File: config.mk
export PLATFORM = sky130hd
export DESIGN_NAME = uart_tx_fifo
export DESIGN_NICKNAME = d
export VERILOG_FILES = /design/src/rtl/uart_tx_fifo.sv
export SDC_FILE = /design/constraint.sdc
export NUM_CORES = 1
export LEC_CHECK = 0
export ABC_AREA = 1
export CAP_MARGIN = 20
export CORE_UTILIZATION = 30
export DETAILED_ROUTE_END_ITERATION = 8
export PLACE_DENSITY = 0.51
export SYNTH_ARGS = -nofsm -noshare
export SYNTH_HDL_FRONTEND = slang
export SYNTH_SLANG_ARGS = --single-unit
File: constraint.sdc
create_clock -name clk -period 3.25 [get_ports clk]
set_input_delay 0.975 -clock clk [delete_from_list [all_inputs] [get_ports clk]]
set_output_delay 0.975 -clock clk [all_outputs]
set_load 0.01 [all_outputs]
File: src/rtl/uart_tx_fifo.sv
// uart_tx_fifo: byte-wide transmit FIFO feeding a configurable UART serialiser.
// Frame format (5..8 data bits, none/even/odd parity, 1 or 2 stop bits) is
// captured when a byte is popped, so mid-frame config changes take effect on
// the next frame only.
module uart_tx_fifo #(
  parameter int CLK_FREQ   = 100000000,
  parameter int BAUD       = 115200,
  parameter int FIFO_DEPTH = 16
) (
  input  logic                          clk,
  input  logic                          rst_n,
  input  logic [7:0]                    in_data,
  input  logic                          in_valid,
  output logic                          in_ready,
  input  logic [1:0]                    cfg_data_bits,
  input  logic [1:0]                    cfg_parity,
  input  logic                          cfg_stop2,
  output logic                          tx,
  output logic                          busy,
  output logic                          tx_done,
  output logic [$clog2(FIFO_DEPTH):0]   fifo_count
);

  localparam int CLKS_PER_BIT = CLK_FREQ / BAUD;
  localparam int AW           = $clog2(FIFO_DEPTH);
  localparam int BW           = $clog2(2 * CLKS_PER_BIT);

  // Terminal counts: one bit period, or the double-length stop period.
  localparam logic [BW-1:0] BIT_LAST   = BW'(CLKS_PER_BIT - 1);
  localparam logic [BW-1:0] STOP2_LAST = BW'(2 * CLKS_PER_BIT - 1);
  localparam logic [AW:0]   COUNT_FULL = (AW + 1)'(FIFO_DEPTH);

  typedef enum logic [2:0] {
    IDLE   = 3'd0,
    START  = 3'd1,
    DATA   = 3'd2,
    PARITY = 3'd3,
    STOP   = 3'd4
  } state_t;

  // ---------------------------------------------------------------- FIFO
  logic [7:0]    mem [FIFO_DEPTH];
  logic [AW-1:0] wr_ptr_q, wr_ptr_d;
  logic [AW-1:0] rd_ptr_q, rd_ptr_d;
  logic [AW:0]   count_q, count_d;
  logic          push;
  logic          pop;
  logic [7:0]    head;

  assign in_ready   = (count_q != COUNT_FULL);
  assign push       = in_valid && in_ready;
  assign head       = mem[rd_ptr_q];
  assign fifo_count = count_q;

  // Storage write; held off during reset so reset-time enqueues leave no trace.
  always_ff @(posedge clk) begin
    if (rst_n && push) begin
      mem[wr_ptr_q] <= in_data;
    end
  end

  // Pointer and occupancy next-state; simultaneous push and pop cancel in the count.
  always_comb begin
    wr_ptr_d = wr_ptr_q;
    rd_ptr_d = rd_ptr_q;
    count_d  = count_q;
    if (push) begin
      wr_ptr_d = wr_ptr_q + AW'(1);
    end
    if (pop) begin
      rd_ptr_d = rd_ptr_q + AW'(1);
    end
    case ({push, pop})
      2'b10:   count_d = count_q + (AW + 1)'(1);
      2'b01:   count_d = count_q - (AW + 1)'(1);
      default: count_d = count_q;
    endcase
  end

  // FIFO bookkeeping registers; reset empties the queue.
  always_ff @(posedge clk) begin
    if (!rst_n) begin
      wr_ptr_q <= '0;
      rd_ptr_q <= '0;
      count_q  <= '0;
    end else begin
      wr_ptr_q <= wr_ptr_d;
      rd_ptr_q <= rd_ptr_d;
      count_q  <= count_d;
    end
  end

  // ---------------------------------------------------------- serialiser
  state_t        state_q, state_d;
  logic [BW-1:0] baud_q, baud_d;
  logic [2:0]    bit_q, bit_d;          // index of the data bit on the line
  logic [2:0]    bit_last_q, bit_last_d; // data bits minus one (4..7)
  logic [7:0]    shreg_q, shreg_d;
  logic          par_en_q, par_en_d;
  logic          par_bit_q, par_bit_d;
  logic          stop2_q, stop2_d;
  logic          tx_q, tx_d;
  logic          bit_end;
  logic          load;
  logic [7:0]    data_mask;

  assign bit_end   = (baud_q == ((state_q == STOP && stop2_q) ? STOP2_LAST : BIT_LAST));
  assign data_mask = 8'hFF >> (2'd3 - cfg_data_bits);
  assign tx        = tx_q;
  assign busy      = (state_q != IDLE);
  assign tx_done   = (state_q == STOP) && bit_end;

  // Next-state and datapath control; 'load' starts a frame from the FIFO head.
  always_comb begin
    state_d    = state_q;
    baud_d     = bit_end ? '0 : baud_q + BW'(1);
    bit_d      = bit_q;
    bit_last_d = bit_last_q;
    shreg_d    = shreg_q;
    par_en_d   = par_en_q;
    par_bit_d  = par_bit_q;
    stop2_d    = stop2_q;
    tx_d       = tx_q;
    load       = 1'b0;
    pop        = 1'b0;

    case (state_q)
      IDLE: begin
        baud_d = '0;
        tx_d   = 1'b1;
        if (count_q != '0) begin
          load = 1'b1;
        end
      end
      START: begin
        if (bit_end) begin
          state_d = DATA;
          bit_d   = '0;
          tx_d    = shreg_q[0];
        end
      end
      DATA: begin
        if (bit_end) begin
          if (bit_q == bit_last_q) begin
            if (par_en_q) begin
              state_d = PARITY;
              tx_d    = par_bit_q;
            end else begin
              state_d = STOP;
              tx_d    = 1'b1;
            end
          end else begin
            bit_d   = bit_q + 3'd1;
            shreg_d = shreg_q >> 1;
            tx_d    = shreg_q[1];
          end
        end
      end
      PARITY: begin
        if (bit_end) begin
          state_d = STOP;
          tx_d    = 1'b1;
        end
      end
      STOP: begin
        if (bit_end) begin
          if (count_q != '0) begin
            load = 1'b1;
          end else begin
            state_d = IDLE;
            tx_d    = 1'b1;
          end
        end
      end
      default: begin
        state_d = IDLE;
        tx_d    = 1'b1;
      end
    endcase

    if (load) begin
      pop        = 1'b1;
      state_d    = START;
      baud_d     = '0;
      tx_d       = 1'b0;
      shreg_d    = head;
      bit_d      = '0;
      bit_last_d = {1'b1, cfg_data_bits};
      par_en_d   = ^cfg_parity;
      par_bit_d  = (^(head & data_mask)) ^ (cfg_parity == 2'b10);
      stop2_d    = cfg_stop2;
    end
  end

  // Serialiser state register; reset aborts any frame and idles the line high.
  always_ff @(posedge clk) begin
    if (!rst_n) begin
      state_q    <= IDLE;
      baud_q     <= '0;
      bit_q      <= '0;
      bit_last_q <= 3'd7;
      shreg_q    <= '0;
      par_en_q   <= 1'b0;
      par_bit_q  <= 1'b0;
      stop2_q    <= 1'b0;
      tx_q       <= 1'b1;
    end else begin
      state_q    <= state_d;
      baud_q     <= baud_d;
      bit_q      <= bit_d;
      bit_last_q <= bit_last_d;
      shreg_q    <= shreg_d;
      par_en_q   <= par_en_d;
      par_bit_q  <= par_bit_d;
      stop2_q    <= stop2_d;
      tx_q       <= tx_d;
    end
  end

endmodule

# == Word-level counts from Yosys, hierarchy flattened ==
# Memories as Yosys holds them, arrays and structs flattened. A register that Yosys moved wholly into a read port is not among the register bits.
# Cells that the tools add are included.
# totals
regBits,44
mem_bits_rw,128
in_bits,16
wordCells,107
mem_count,1
# classes
n_addsub,7
eq_ne,25
shift,1
n_mux,36
n_bitwise,4
reduce_logical,20
# mem_list
name,words,word_bits,read_ports,rd_clocked_by_memory_dff,write_ports,line,text
mem,16,8,1,1,1,42,logic [7:0] mem [FIFO_DEPTH];
# ops
op,n
8-bit two-way mux,4
3-bit two-way mux,10
"2-bit != test, second input constant",9
"3-bit != test, second input constant",6
3-bit one-hot mux with 5 select lines,1
1-bit two-way mux,14
7-bit AND reduction,2
"11-bit by 1-bit adder with 11-bit output, second input constant",1
11-bit equality test,1
11-bit two-way mux,1
5-bit one-hot mux with 2 select lines,1
"4-bit by 1-bit adder with 4-bit output, second input constant",2
8-bit bitwise AND,1
4-bit two-way mux,2
2-bit nonzero test,4
8-bit XOR reduction,1
"8-bit by 2-bit right shift with 8-bit output, first input constant",1
"3-bit by 2-bit equality test with 1-bit output, second input constant",2
3-bit one-hot mux with 2 select lines,1
"5-bit by 1-bit adder with 5-bit output, second input constant",1
"5-bit != test, second input constant",1
5-bit AND reduction,1
5-bit nonzero test,1
"5-bit by 1-bit subtractor with 5-bit output, second input constant",1
other kinds (19),24

# == Longest topological paths before layout ==
# depth
word_depth,9
depth_mapped,20
mapped_depth_nobuf,18

# == Worst setup path before layout ==
# Ideal clock, no wire load.
# synth_timing
kind,reg2reg
from,register state_q[1]
to,register count_q[4] (netlist: fifo_count[4])
setup_time_ps,70
arrival_ps,2649
required_time_ps,3180
slack_ps,531
path_stages_with_launch,18
n_path_buf,1
path_cell_list,dfxtp_1 -> nor2_2 -> nand2_2 -> nor2_2 -> o41ai_4 -> nand3_2 -> a21oi_4 -> buf_6 -> ha_1 -> inv_1 -> fa_1 -> inv_1 -> a31oi_1 -> inv_1 -> o21ai_0 -> a21oi_1 -> o21ai_0 -> a21oi_1
# synth_between
elab_chain_cells,9
elab_cells_between_ends,12
# synth_rtl
item,line,text
"start, declared",94,"state_t state_q, state_d;"
"start signal, assigned",208,state_q <= state_d;
3-bit equality test,"107, 127",
1-bit logical AND,107,assign bit_end = (baud_q == ((state_q == STOP && stop2_q) ? STOP2_LAST : BIT_LAST));
11-bit two-way mux,107,
11-bit equality test,107,
1-bit two-way mux,166,if (bit_end) begin
1-bit one-hot mux with 2 select lines *,127,case (state_q)
named net load,104,logic load;
1-bit two-way mux *,181,if (load) begin
2-bit by 1-bit equality test with 1-bit output or 2-bit equality test (tied branches),73,"case ({push, pop})"
5-bit one-hot mux with 2 select lines or 2-bit nonzero test (tied branches),-,
"end signal, assigned",89,count_q <= count_d;
"end, declared",45,"logic [AW:0] count_q, count_d;"
# The timed path passes the listed nets; every way through them passes the cells marked *.
# A chain may end at the register's enable or synchronous reset.

# == Worst setup path after layout ==
# layout_timing
from,register state_q[2]
to,output port tx_done
# layout_between
elab_chain_cells,5
# layout_rtl
item,line,text
3-bit equality test *,"107, 111",
1-bit logical AND,107,
11-bit two-way mux,107,
11-bit equality test,107,
1-bit logical AND *,111,assign tx_done = (state_q == STOP) && bit_end;
"end, declared",20,"output logic tx_done,"
# Mark *: on every way between the ends. The rest lies on a longest branch, timed or not.

==> results.md <==
* Routed WL at between 15000 and 20000 µm
* Syn Area/Cell at 9.48 µm²
* Most frequent cells in the layout: 213 x nand2_1, 128 x edfxtp_1, 99 x inv_1
* Fill cell count at 2570
* CORE AREA at 25500 µm²
* Final GP Congestion at 0.816
* PwrDens at 771 nW/µm²
* Hold Crit Class: flop to flop
* Sequential share of the synthesized area at ~61%
* Vias in the first global route at between 5000 and 6000
* Largest net degree at the start of global routing at 74
* Period minus WS final at 3.05 ns
* Layout area overhead at 16.2%
* Flop2flop setup slack at between 0.4 and 0.5 ns
* Vias at about 5600
* Nets@finish at 899
* Vias per cell at 4.61
* Achievable frequency at approximately 0.33 GHz
* Die ar. at 26900 µm²
* Synth Register Bits at 176
* Slowest Stage Delay on Critical Path at 0.54 ns
* Dpl hpwl at 11700 µm
* DRT Pass-1 Iters at 5
* Compound-Gate Fraction of Synth Area at 8.20%
* Slew HR at between 50% and 60%
* Die W at between 150 and 200 µm
* I/O pin count at 25
* Max_cap viols at 0
* Antenna Violating Nets Remaining at 0
* CP Cell Sequence: nand2_2, o31ai_4, nand3_2, nor2_1, clkdlybuf4s50_1
* Worst-path clk slew at 0.07 ns
* Worst EP required at 2.27 ns
* Worst Clk Skew at 0.0119 ns
* Distinct cells, synth at 36
* Diodes inserted at 0
* Crit path launch: state_q[2]$_SDFFE_PP0P_
* Largest family of logic cells by synthesized area: simple AND/OR/NAND/NOR gates
* Fraction of layout cells with a size suffix above 1 at under 10%
* Clk buf depth at 2
* Placement row count at 58
* Initial antenna violation count at 0
* Hold Vio Cnt, Final at 0
* Reg2reg path depth at 15
* Crit path max fanout at 6
* Yosys warnings at 0
* Hold Buf Count CTS at 0
* Wirelength per Cell at between 15 and 20 µm
* CTS sink cnt at 176
* Worst slew pin tran at roughly 0.74 ns
* Critical path startpoint category: flop
* Peak VDD IR at 0.000548 V
* First-pass GRT wire length at 28900 µm
* Grt ovf at 0
* Status: completed
* Synthesized Nets at between 800 and 900
* Setup violations, final at 0
* Leak at between 3 and 4 nW
* Ys async rst share at 0%
* Synth Instances at approximately 830
* Path type of the worst setup path: flop to output pin
* Clk_lat worst skew at 0.43 ns
* CTS tree: built
* Clk root buf: clkbuf_16
* Period utilization at 93.8%
* Slowest cell on crit path: clkdlybuf4s50_1
* Reg-to-reg endpoint: fifo_count[4]$_SDFFE_PN0P_
* Iter 0 DRT Violations at 405
* Area share of xor/xnor cells in the synthesized design at 0.779%
* Die H at 164 µm
* EDFF count, synth at 128
* Adder-cell share of the synthesized area at roughly 2.2%
* Num CTS Buffers at 17
* Commonest non-fill, non-tap cell in the layout: nand2_1
* Core Util, Final at 35.9%
* Final Max Tran Viols at 0
* Port bufs at 24
* Mux cell area share after synthesis at 0%
* Initial core utilization at a little under a third
* Synthesized area at 7870 µm²
* Setup crit end kind: output pin
* CTS H-tree lvls at 4
* RSZ-0062 raised after global routing: false
* Remaining DRCs at 0
* Gr usage total at ~14%
* Simple-gate share of the synthesized area at roughly a fifth
* Crit path to: tx_done
* Main synth FF type: edfxtp_1
* Post-route setup TNS at 0 ns
* Reg2reg start: state_q[2]$_SDFFE_PP0P_
* Worst EP arrival at 2.07 ns
## flip-flops by register name (all words and copies together) (netlist names), named ones only
name,flops
baud_q,11
bit_last_q,2
bit_q,3
fifo_count,5
mem,128
par_bit_q,1
par_en_q,1
rd_ptr_q,4
shreg_q,8
state_q,3
stop2_q,1
tx,1
wr_ptr_q,4
## Yosys cell counts, types with 2 or more instances
| master | n | area, µm² |
|---|---|---|
| clkbuf_1 | 7 | 26.3 |
| dfxtp_1 | 48 | 961 |
| inv_1 | 99 | 372 |
| xnor2_1 | 3 | 26.3 |
| nand3_1 | 83 | 415 |
| or2_2 | 2 | 12.5 |
| o211ai_1 | 13 | 97.6 |
| nor2_1 | 73 | 274 |
| a21oi_1 | 43 | 215 |
| xor2_1 | 4 | 35.0 |
| a31oi_1 | 2 | 12.5 |
| buf_2 | 16 | 80.1 |
| edfxtp_1 | 128 | 3840 |
| nor3_1 | 10 | 50.1 |
| nor2_2 | 5 | 31.3 |
| nand4_1 | 2 | 12.5 |
| o21ai_0 | 38 | 190 |
| ha_1 | 12 | 150 |
| o21ai_1 | 4 | 20.0 |
| nand2_1 | 213 | 800 |
| a21boi_0 | 3 | 22.5 |
| a211oi_1 | 2 | 15.0 |
| buf_4 | 6 | 45.0 |
| nand2_2 | 2 | 12.5 |
| nand3_2 | 2 | 20.0 |
## worst max-delay path, delay by kind of cell, from the launching register on
family                 cells  cell delay, ns
buffers and inverters      1            0.54
DFF                        1            0.49
and+or+nand+nor            3            0.36
AOI/OAI and AO/OA          1            0.26
## routing by layer
layer / vias up / share of wire [%] / GRT usage [%]
li1: 2841 / - / -
met1: 2624 / 46 / 19.3
met2: 104 / 47 / 23.4
met3: 23 / 4.4 / 2.63
met4: 0 / 1.7 / 4.84
met5: - / 0 / 0
## cells by family after synthesis
kind of cell,Yosys count
buffers and inverters,131
AND/OR/NAND/NOR,395
flip-flops,176
AO/OA/AOI/OAI,109
adder cells (fa/ha/maj),13
XOR/XNOR,7
## worst min path at each step
stage | slack [ns] | depth (start not counted) | endpoint | start
finish | 0.45 | 1 | baud_q[0]$_SDFF_PP0_ | baud_q[0]$_SDFF_PP0_
global route | 0.49 | 2 | baud_q[4]$_SDFF_PP0_ | baud_q[4]$_SDFF_PP0_
CTS | 0.46 | 1 | baud_q[0]$_SDFF_PP0_ | baud_q[0]$_SDFF_PP0_
floorplan | 0.42 | 1 | baud_q[0]$_SDFF_PP0_ | baud_q[0]$_SDFF_PP0_
global placement | 0.43 | 1 | baud_q[0]$_SDFF_PP0_ | baud_q[0]$_SDFF_PP0_
detailed placement | 0.45 | 1 | baud_q[0]$_SDFF_PP0_ | baud_q[0]$_SDFF_PP0_
## metrics by stage
stage	worst slack [ns]	total power, mW	instances	hold slack (ns)	cell area (µm²)
finish	0.200	7.05	1213	0.450	9150
global route	0.0347	7.54	1213	0.485	9150
CTS	0.102	7.14	1213	0.460	9140
detailed placement	0.253	5.17	1180	0.446	8580
global placement	0.284	5.14	1180	0.433	8580
floorplan	0.531	4.47	831	0.417	7870
## power breakdown
group,internal (mW),switching (mW)
clock network,1.07,0.897
logic,0.813,1.60
registers,2.56,0.115
total,4.45,2.61
## cell type report
cell class / count / area, µm² / share of cell area, %
tap: 330 / 413 / 4.51
sequential: 176 / 4810 / 52.5
clock inverter: 14 / 128 / 1.39
inverter: 101 / 382 / 4.17
clock buffer: 18 / 429 / 4.69
multi-input combinational: 524 / 2530 / 27.7
timing repair buffer: 50 / 460 / 5.03
## repair_timing
item | 4_1_cts | 5_1_grt
endpoints found under the setup margin | 1 | 1
buffers inserted | 1 | 0
gates resized for setup | 0 | 2
pin swaps | 1 | 0
(Power assumes the default switching activity.)
